--- src/rtl/one_b_comparator.sv ---
// ---------------------------------------------------------------------------
// one_b_comparator
// Registered magnitude comparator with cascade inputs. Reports exactly one of
// lessThan / equalTo / moreThan for operand `compared` (A) against operand
// `comparer` (B), one cycle after an in_valid edge.
//
// Build option:
//   COMPARATOR_SIGNED_EN  - when defined, operands are two's complement.
//                           When undefined (default), compare is unsigned.
//
// The operand compare is MSB-first, built as a balanced binary tree of
// (greater, less) pairs so depth grows with log2(WIDTH), not WIDTH.
// ---------------------------------------------------------------------------
module one_b_comparator #(
   parameter int WIDTH = 1
) (
   input  logic             clk,
   input  logic             rst,
   input  logic             in_valid,
   input  logic [WIDTH-1:0] compared,
   input  logic [WIDTH-1:0] comparer,
   input  logic             casc_lt,
   input  logic             casc_eq,
   input  logic             casc_gt,
   output logic             out_valid,
   output logic             lessThan,
   output logic             equalTo,
   output logic             moreThan
);

`ifdef COMPARATOR_SIGNED_EN
   localparam bit SignedCmp = 1'b1;
`else
   localparam bit SignedCmp = 1'b0;
`endif

   // Tree geometry: leaves padded up to a power of two; padded leaves are
   // "undecided" (gt=0, lt=0) so they never influence the result.
   localparam int LEVELS = (WIDTH > 1) ? $clog2(WIDTH) : 0;
   localparam int NP     = 1 << LEVELS;

   // Per-level decision vectors; node j of level l covers leaves
   // [j*2^l +: 2^l]. Only the low NP>>l bits of each level are meaningful.
   logic [NP-1:0] gtTree [LEVELS+1];
   logic [NP-1:0] ltTree [LEVELS+1];

   logic opGt;
   logic opLt;
   logic [2:0] resNext;   // {lt, eq, gt}

   logic vld_p1;
   logic lt_p1;
   logic eq_p1;
   logic gt_p1;

   // Resolve a tie on the operands using the lower-significance slice's
   // verdict. Priority: eq > lt > gt > none (none reads as equal).
   function automatic logic [2:0] resolveCascade(
      input logic isGt,
      input logic isLt,
      input logic cLt,
      input logic cEq,
      input logic cGt
   );
      logic [2:0] res;
      if (isGt)
         res = 3'b001;
      else if (isLt)
         res = 3'b100;
      else if (cEq)
         res = 3'b010;
      else if (cLt)
         res = 3'b100;
      else if (cGt)
         res = 3'b001;
      else
         res = 3'b010;
      return res;
   endfunction

   // Balanced MSB-first reduction of the operand bits into a single verdict.
   always_comb begin
      for (int l = 0; l <= LEVELS; l++) begin
         gtTree[l] = '0;
         ltTree[l] = '0;
      end

      // Leaves: per-bit verdict. In the signed build the sign bit is
      // inverted in meaning: A having the sign set makes A the smaller one.
      for (int i = 0; i < WIDTH; i++) begin
         if (SignedCmp && (i == WIDTH - 1)) begin
            gtTree[0][i] = ~compared[i] &  comparer[i];
            ltTree[0][i] =  compared[i] & ~comparer[i];
         end else begin
            gtTree[0][i] =  compared[i] & ~comparer[i];
            ltTree[0][i] = ~compared[i] &  comparer[i];
         end
      end

      // Combine pairs: the more significant child wins if it has decided,
      // otherwise the less significant child's verdict passes through.
      for (int l = 0; l < LEVELS; l++) begin
         for (int j = 0; j < (NP >> (l + 1)); j++) begin
            gtTree[l+1][j] = gtTree[l][2*j+1] |
                             (~ltTree[l][2*j+1] & gtTree[l][2*j]);
            ltTree[l+1][j] = ltTree[l][2*j+1] |
                             (~gtTree[l][2*j+1] & ltTree[l][2*j]);
         end
      end

      opGt    = gtTree[LEVELS][0];
      opLt    = ltTree[LEVELS][0];
      resNext = resolveCascade(opGt, opLt, casc_lt, casc_eq, casc_gt);
   end

   // ---- stage p0 -> p1 boundary: result registers ----
   // Capture a new verdict on in_valid; flags hold when no new operands.
   always_ff @(posedge clk) begin
      if (rst) begin
         vld_p1 <= 1'b0;
         lt_p1  <= 1'b0;
         eq_p1  <= 1'b0;
         gt_p1  <= 1'b0;
      end else if (in_valid) begin
         vld_p1 <= 1'b1;
         lt_p1  <= resNext[2];
         eq_p1  <= resNext[1];
         gt_p1  <= resNext[0];
      end else begin
         vld_p1 <= 1'b0;
      end
   end

   assign out_valid = vld_p1;
   assign lessThan  = lt_p1;
   assign equalTo   = eq_p1;
   assign moreThan  = gt_p1;

endmodule

--- config.mk ---
export PLATFORM = sky130hd
export DESIGN_NAME = one_b_comparator
export DESIGN_NICKNAME = d
export VERILOG_FILES = /design/src/rtl/one_b_comparator.sv
export SDC_FILE = /design/constraint.sdc
export NUM_CORES = 1
export LEC_CHECK = 0
export CAP_MARGIN = 20
export CORE_AREA = 2 2 39 41
export DETAILED_ROUTE_END_ITERATION = 8
export DIE_AREA = 0 0 41 43
export SYNTH_ARGS = -nofsm -noshare
export SYNTH_HDL_FRONTEND = slang
export SYNTH_SLANG_ARGS = --single-unit
--- constraint.sdc ---
create_clock -name clk -period 1.6 [get_ports clk]
set_clock_uncertainty 0.15 [all_clocks]
set_input_delay 0.16 -clock clk [delete_from_list [all_inputs] [get_ports clk]]
set_output_delay 0.16 -clock clk [all_outputs]
set_load 0.01 [all_outputs]
-- Word level (Yosys, flattened, before mapping)
Index checks and enable logic that the tools add are counted.
- bits in registers: 4
- bits of input ports: 8
- word-level logic and storage cells: 14
- mux-type cells: 6
- bitwise gates (word level): 4
- operator list (kind ; count):
    3-bit two-way mux ; 4
    1-bit AND ; 2
    2-bit two-way mux ; 1
    1-bit NOT ; 2
    1-bit two-way mux ; 1

-- Longest topological paths before layout
Gate-level depths: netlist of the first run.
- word-level depth: 5
- gate-level depth with buffers: 3
- mapped depth without buffers: 3

-- Least setup slack after synthesis of the first run
OpenSTA, ideal clock, no wires.
- path kind: in2reg
- start point: input port casc_eq
- end point: register lt_p1 (netlist: lessThan)
- setup time: 79 ps
- arrival time: 781 ps
- required time: 1371 ps
- setup slack: 590 ps
- stages on the path: 3
- path through: nand2b_1 maj3_2 a211oi_2
- longest elaborated chain between the ends: 3
- RTL lines (element ; RTL line ; source):
    start, declared ; 23 ; input logic casc_eq,
    3-bit two-way mux ; 70 ; else if (cEq)
    3-bit two-way mux ; 68 ; else if (isLt)
    3-bit two-way mux ; 66 ; if (isGt)
    end signal, assigned ; 126 ; lt_p1 <= resNext[2];
    end, declared ; 52 ; logic lt_p1;
Every way passes these cells.
A chain may end at the register's enable or synchronous reset.

-- Worst setup path in the final report of the first run
- start point: register eq_p1 (netlist: equalTo)
- end point: output port equalTo
- RTL lines (element ; RTL line ; source):
    start, declared ; 53 ; logic eq_p1;
    start signal, assigned ; 127 ; eq_p1 <= resNext[1];
    end, declared ; 27 ; output logic equalTo,
No word-level cell between the ends.

==> results.yml, run 1 <==
outcome:
  status: "finished clean"
route:
  drtIter0Drc: 9
  drc: 0
  routed-via-count: 184
  wl_um: 401
  wl_per_cell_um: 8.02
  ant_nets: 0
  via_per_inst: 3.68
  first_pass_iters: 4
critical_path:
  path_cells: "clkdlybuf4s50_1"
  crit_family: "buffers and inverters"
  slowest_delay_ns: 0.53
  r2r_slack_ns: 0.78
  path_max_fanout: 2
  worstSetupStartpointType: "flop"
  arrival_ns: 1.08
  critical_path_buf_inv_count: 1
  worstPathRequired_ns: 1.29
  path_class: "reg -> out"
  crit_slowest_cell: "clkdlybuf4s50_1"
  critPathCaptureType: "output pin"
die:
  initial_core_util_pct: 13.1
  rows: 14
  die_h_um: 43
  die_area_mm2: 0.00176
  coreArea_mm2: 0.00138
  ios: 12
  die_w_um: 41
cts:
  ctsHtreeMaxLevel: 1
  post_cts_buffers: 0
  clock-root-buffer: "clkbuf_4"
  clk_pin_slew_ns: 0.04
  cts.repair.resized: 0
  numCtsBuffers: 3
  clock_latency_ns: 0.23
  clk_path_buf_depth: 2
  cts.sinks: 4
  cts_hold_buf: 0
  cts_tree: "yes"
synthesis:
  synth_top_family_by_area: "simple AND/OR/NAND/NOR gates"
  ys_seq_area_share_pct: 44.1
  synth-xor-area-share_pct: 0
  async_flop_share_pct: 0
  synth_top_area_share_pct: 44.1
  synth.net_count: 28
  synth_adder_area_share_pct: 6.21
  synthCells: 20
  syn_area_um2: 181
  syn_area_per_cell_um2: 9.07
  synth_compound_area_share_pct: 19.3
  yosys.area.top_type: "dfxtp_1"
  synth_cell_types: 11
  yosysWarnings: 0
  ys_ff_latch: 4
  synth-simple-area-share_pct: 28.3
  muxShareOfSynthArea_pct: 0
  synthTopCellsByCount: "dfxtp_1 (4), nand2b_1 (4), nor2_1 (4)"
  synth-main-ff-cell: "dfxtp_1"
  synth_edf_count: 0
  yosys-top-cells-area: "dfxtp_1 (44%), nand2b_1 (14%), nor2_1 (8.3%)"
final_layout:
  fill_cells: 163
  nets: 44
  stdcell_count: 50
  multi_input_comb_area_um2: 97.6
  synthToLayoutAreaGrowth_pct: 84.1
  drive_above_1_share_pct: 14.7
  diodes: 0
  seqCellArea_um2: 80.1
  design_area_um2: 334
job:
  drv_cap: 0
place:
  place_ws_ns: 0.0974
  routabilityCongestion: 0.669
  place_area_um2: 312
  port_buffers: 11
  dp_cells: 47
timing:
  min_period_over_period_pct: 87.0
  fmax_mhz: 719
  rsz0062_at_grt: "false"
  tightest_slew_ns: 0.224
  layout_setup_ws_ns: 0.208
  tns_ns: 0
  period_minus_slack_ns: 1.39
  relSlewSlack_pct: 85.0
  setup_viol_count_final: 0
  drv_slew: 0
  finalHoldViolations: 0
power_and_ir_drop:
  internal_power_w: 0.000225
  vdd_ir_drop_max_uv: 166
  finalPower_w: 0.000285
  power_switching_w: 0.0000598
  pwr-share-comb_pct: 19.3
  p_per_area_mw_per_mm2: 853
  p_sw_share_pct: 21.0
  seq_power_share_pct: 38.3
  clockPowerShare_pct: 42.4
  leakagePower_nw: 0.121
global_route:
  grt_pass1_vias: 160
  grt_usage_pct: 6.42
  grt_pass1_wl_um: 669
  grt_max_degree: 8
  grt_overflow: 0
  antenna_found_initial: 0
hold_path:
  hold_path.class: "reg -> reg"
-- final timing paths --
kind,to,cells past startpoint,startpoint
worst max register to register,moreThan$_SDFFE_PP0P_,2,moreThan$_SDFFE_PP0P_
worst min-delay path,equalTo$_SDFFE_PP0P_,2,equalTo$_SDFFE_PP0P_
worst min register to register,equalTo$_SDFFE_PP0P_,2,equalTo$_SDFFE_PP0P_
worst max-delay path,equalTo,1,equalTo$_SDFFE_PP0P_
-- kinds of logic (layout without fill, tap and decap cells) --
| group | count (synthesis) | in the layout |
|---|---|---|
| flops | 4 | 4 |
| fa+ha+maj | 1 | 1 |
| compound gates | 4 | 4 |
| simple gates | 10 | 10 |
| buf+inv | 1 | 15 |
-- power by group through the flow --
| stage | clock network [W] | registers (W) | logic [W] |
|---|---|---|---|
| after floorplan | 0 | 0.000114 | 0.0000156 |
| after global placement | 0 | 0.000111 | 0.0000551 |
| after detailed placement | 0 | 0.000111 | 0.0000550 |
| after CTS | 0.000129 | 0.000109 | 0.0000554 |
| after global routing | 0.000141 | 0.000110 | 0.0000596 |
| final | 0.000121 | 0.000109 | 0.0000551 |
-- worst register-to-register path, cell delays in order, from the launching register on --
cell and delay, ns:
dfxtp_1 0.32, nor2_1 0.04, a311oi_1 0.22
-- cell type report --
cell class              instances  area share [%]
multi-input cells              15            29.2
inverters                       1            1.12
well taps                      16            5.99
flip-flops and latches          4            24.0
clock buffers                   3            6.74
repair buffers                 11            33.0
-- metal layers --
metal	vias up	global-route usage, %	part of all wire (%)
met5	-	0	0
met4	0	10.0	0
met3	0	3.14	14
met2	11	4.69	35
met1	73	8.97	51
li1	100	-	-
-- per-stage QoR --
stage	hold slack [ns]	util, %
4_1_cts	0.329	24.1
3_3_place_gp	0.307	22.5
6_report	0.322	24.1
2_1_floorplan	0.0746	-
5_1_grt	0.357	24.1
3_5_place_dp	0.323	22.5
-- cell usage in the layout (no fill, tap or decap) --
| master | synthesis | routed |
|---|---|---|
| clkdlybuf4s50_1 | 0 | 11 |
| nand2b_1 | 4 | 4 |
| nor2_1 | 4 | 4 |
| dfxtp_1 | 4 | 4 |
| clkbuf_4 | 0 | 3 |
| o2111ai_1 | 1 | 1 |
| a21oi_1 | 1 | 1 |
| nand3_1 | 1 | 1 |
| a311oi_1 | 1 | 1 |
| nor2b_1 | 1 | 1 |
| inv_1 | 1 | 1 |
| maj3_2 | 1 | 1 |
| a211oi_2 | 1 | 1 |
-- sequential cells by signal (all words and copies together) (netlist names) --
name / count
moreThan: 1
out_valid: 1
equalTo: 1
lessThan: 1
Note: power is estimated with default switching activity, not from simulation.
==> run 2, diff against run 1 <==
SETUP_SLACK_MARGIN = 0.4   (was not set)
==> run 2 against run 1 <==
Via count decreased by 1.1%. Fmax increased by 23%. Clock-buffer cell count unchanged. Combinational power decreased by 4.2%. Utilization increased by 0.63 points. Design area increased by 2.6%. Critical path type is now in -> reg. Largest power group unchanged.
==> results.yml, run 2 (synthesized netlist as in run 1, its figures left out) <==
die:
  die_h_um: 43
  initial_core_util_pct: 13.1
  die_area_mm2: 0.00176
  die_w_um: 41
  rows: 14
  coreArea_mm2: 0.00138
  ios: 12
critical_path:
  worstSetupStartpointType: "primary input"
  path_class: "in -> reg"
  critPathCaptureType: "flop"
  path_max_fanout: 3
  r2r-end: "moreThan$_SDFFE_PP0P_"
  crit_family: "buffers and inverters"
  r2r_slack_ns: 0.77
  slowest_delay_ns: 0.50
  path_cells: "clkdlybuf4s50_1, nand2b_1, nand3_1, a311oi_2"
  critical_path_buf_inv_count: 1
  reg2regPathDepth: 2
  crit_slowest_cell: "clkdlybuf4s50_1"
  worstPathRequired_ns: 1.59
  worstReg2RegStart: "moreThan$_SDFFE_PP0P_"
  arrival_ns: 1.13
final_layout:
  diodes: 0
  final_cell_mix: "dlygate4sd2_1 (6), nor2_1 (4), dfxtp_1 (4), clkdlybuf4s50_1 (4)"
  post-route-util_pct: 24.8
  fill_cells: 160
  multi_input_comb_area_um2: 111
  synthToLayoutAreaGrowth_pct: 89.0
  design_area_um2: 343
  drive_above_1_share_pct: 20.6
  final_common_cell: "dlygate4sd2_1"
  stdcell_count: 50
  seqCellArea_um2: 80.1
  nets: 44
cts:
  clk_pin_slew_ns: 0.04
  cts_tree: "yes"
  clk_path_buf_depth: 2
  numCtsBuffers: 3
  cts.sinks: 4
  ctsHtreeMaxLevel: 1
  clock-root-buffer: "clkbuf_4"
  post_cts_buffers: 0
  clock_latency_ns: 0.23
place:
  place_area_um2: 312
  dp_cells: 47
  routabilityCongestion: 0.669
  port_buffers: 11
hold_path:
  hold_path_startpoint: "comparer"
  whs_path_depth: 3
  hold_path.class: "in -> reg"
  min_to: "moreThan$_SDFFE_PP0P_"
outcome:
  status: "finished clean"
route:
  ant_nets: 0
  wl_per_cell_um: 8.36
  wl_um: 418
  routed-via-count: 182
  drtIter0Drc: 5
  via_per_inst: 3.64
  first_pass_iters: 2
  drc: 0
job:
  drv_cap: 0
global_route:
  grt_usage_pct: 6.52
  grt_max_degree: 8
  grt_overflow: 0
  grt_pass1_vias: 163
  antenna_found_initial: 0
  grt_pass1_wl_um: 683
timing:
  drv_slew: 0
  setup_viol_count_final: 0
  min_period_over_period_pct: 70.9
  tightest_slew_ns: 0.249
  period_minus_slack_ns: 1.13
  tns_ns: 0
  relSlewSlack_pct: 83.3
  rsz0062_at_grt: "true"
  finalHoldViolations: 0
  fmax_mhz: 881
power_and_ir_drop:
  vdd_ir_drop_max_uv: 162
  leakagePower_nw: 0.154
  finalPower_w: 0.000283
  p_per_area_mw_per_mm2: 824
## run 2: cell count changes in the layout (fill, tap and decap cells not counted), sizes merged
cell | before | now
clkdlybuf4s50 | 11 | 4
dlygate4sd2 | 0 | 6
dlymetal6s2s | 0 | 1
## run 2: worst max path at each step
| stage | startpoint | endpoint | slack (ns) | cells past startpoint |
|---|---|---|---|---|
| after CTS | comparer | lessThan$_SDFFE_PP0P_ | 0.41 | 4 |
| after detailed placement | casc_eq | lessThan$_SDFFE_PP0P_ | 0.1 | 4 |
| after global placement | casc_eq | lessThan$_SDFFE_PP0P_ | 0.10 | 4 |
| after floorplan | casc_eq | lessThan$_SDFFE_PP0P_ | 0.59 | 3 |
| after global routing | compared | moreThan$_SDFFE_PP0P_ | 0.40 | 4 |
| final | compared | moreThan$_SDFFE_PP0P_ | 0.47 | 4 |
## run 2: layout make-up
class / count / area share [%]
Inverter: 1 / 1.09
Timing Repair Buffer: 11 / 30.7
Clock buffer: 3 / 6.57
Sequential cell: 4 / 23.4
Tap cell: 16 / 5.84
Multi-Input combinational cell: 15 / 32.5
## run 2: timing repair
| action | CTS | global route |
|---|---|---|
| setup endpoints to repair | 5 | 2 |
| hold buffers | 0 | 0 |
| gates resized for setup | 7 | 2 |
| pin swaps | 0 | 1 |
| hold endpoints to repair | 0 | 0 |
| cloned | 0 | 0 |
## run 2: report_power, final
part | switching (W) | internal (W) | total [W]
Clock | 0.0000372 | 0.0000836 | 0.000121
Combinational | 0.0000224 | 0.0000304 | 0.0000528
Sequential | 0.00000233 | 0.000107 | 0.000109
Total | 0.0000619 | 0.000221 | 0.000283
## run 2: tightest hold or removal path: cells and delay by family
kind,cells,cell delay [ns]
buffers and inverters,1,0.11
AND/OR/NAND/NOR,1,0.15
AO/OA/AOI/OAI,1,0.10
## run 2: stage by stage
stage	hold WS, ns	setup slack (ns)
5_1_grt	0.225	0.395
2_1_floorplan	0.0746	0.590
3_3_place_gp	0.307	0.102
3_5_place_dp	0.323	0.0974
4_1_cts	0.269	0.411
6_report	0.198	0.465
## run 2: routing by layer
metal | wire, µm | vias to the layer above | GRT usage (%) | part of all wire, %
met3 | 58 | 0 | 3.14 | 14
met1 | 212 | 73 | 9.29 | 51
met2 | 147 | 11 | 4.69 | 35
met4 | 0 | 0 | 10.0 | 0
li1 | - | 98 | - | -
met5 | 0 | - | 0 | 0
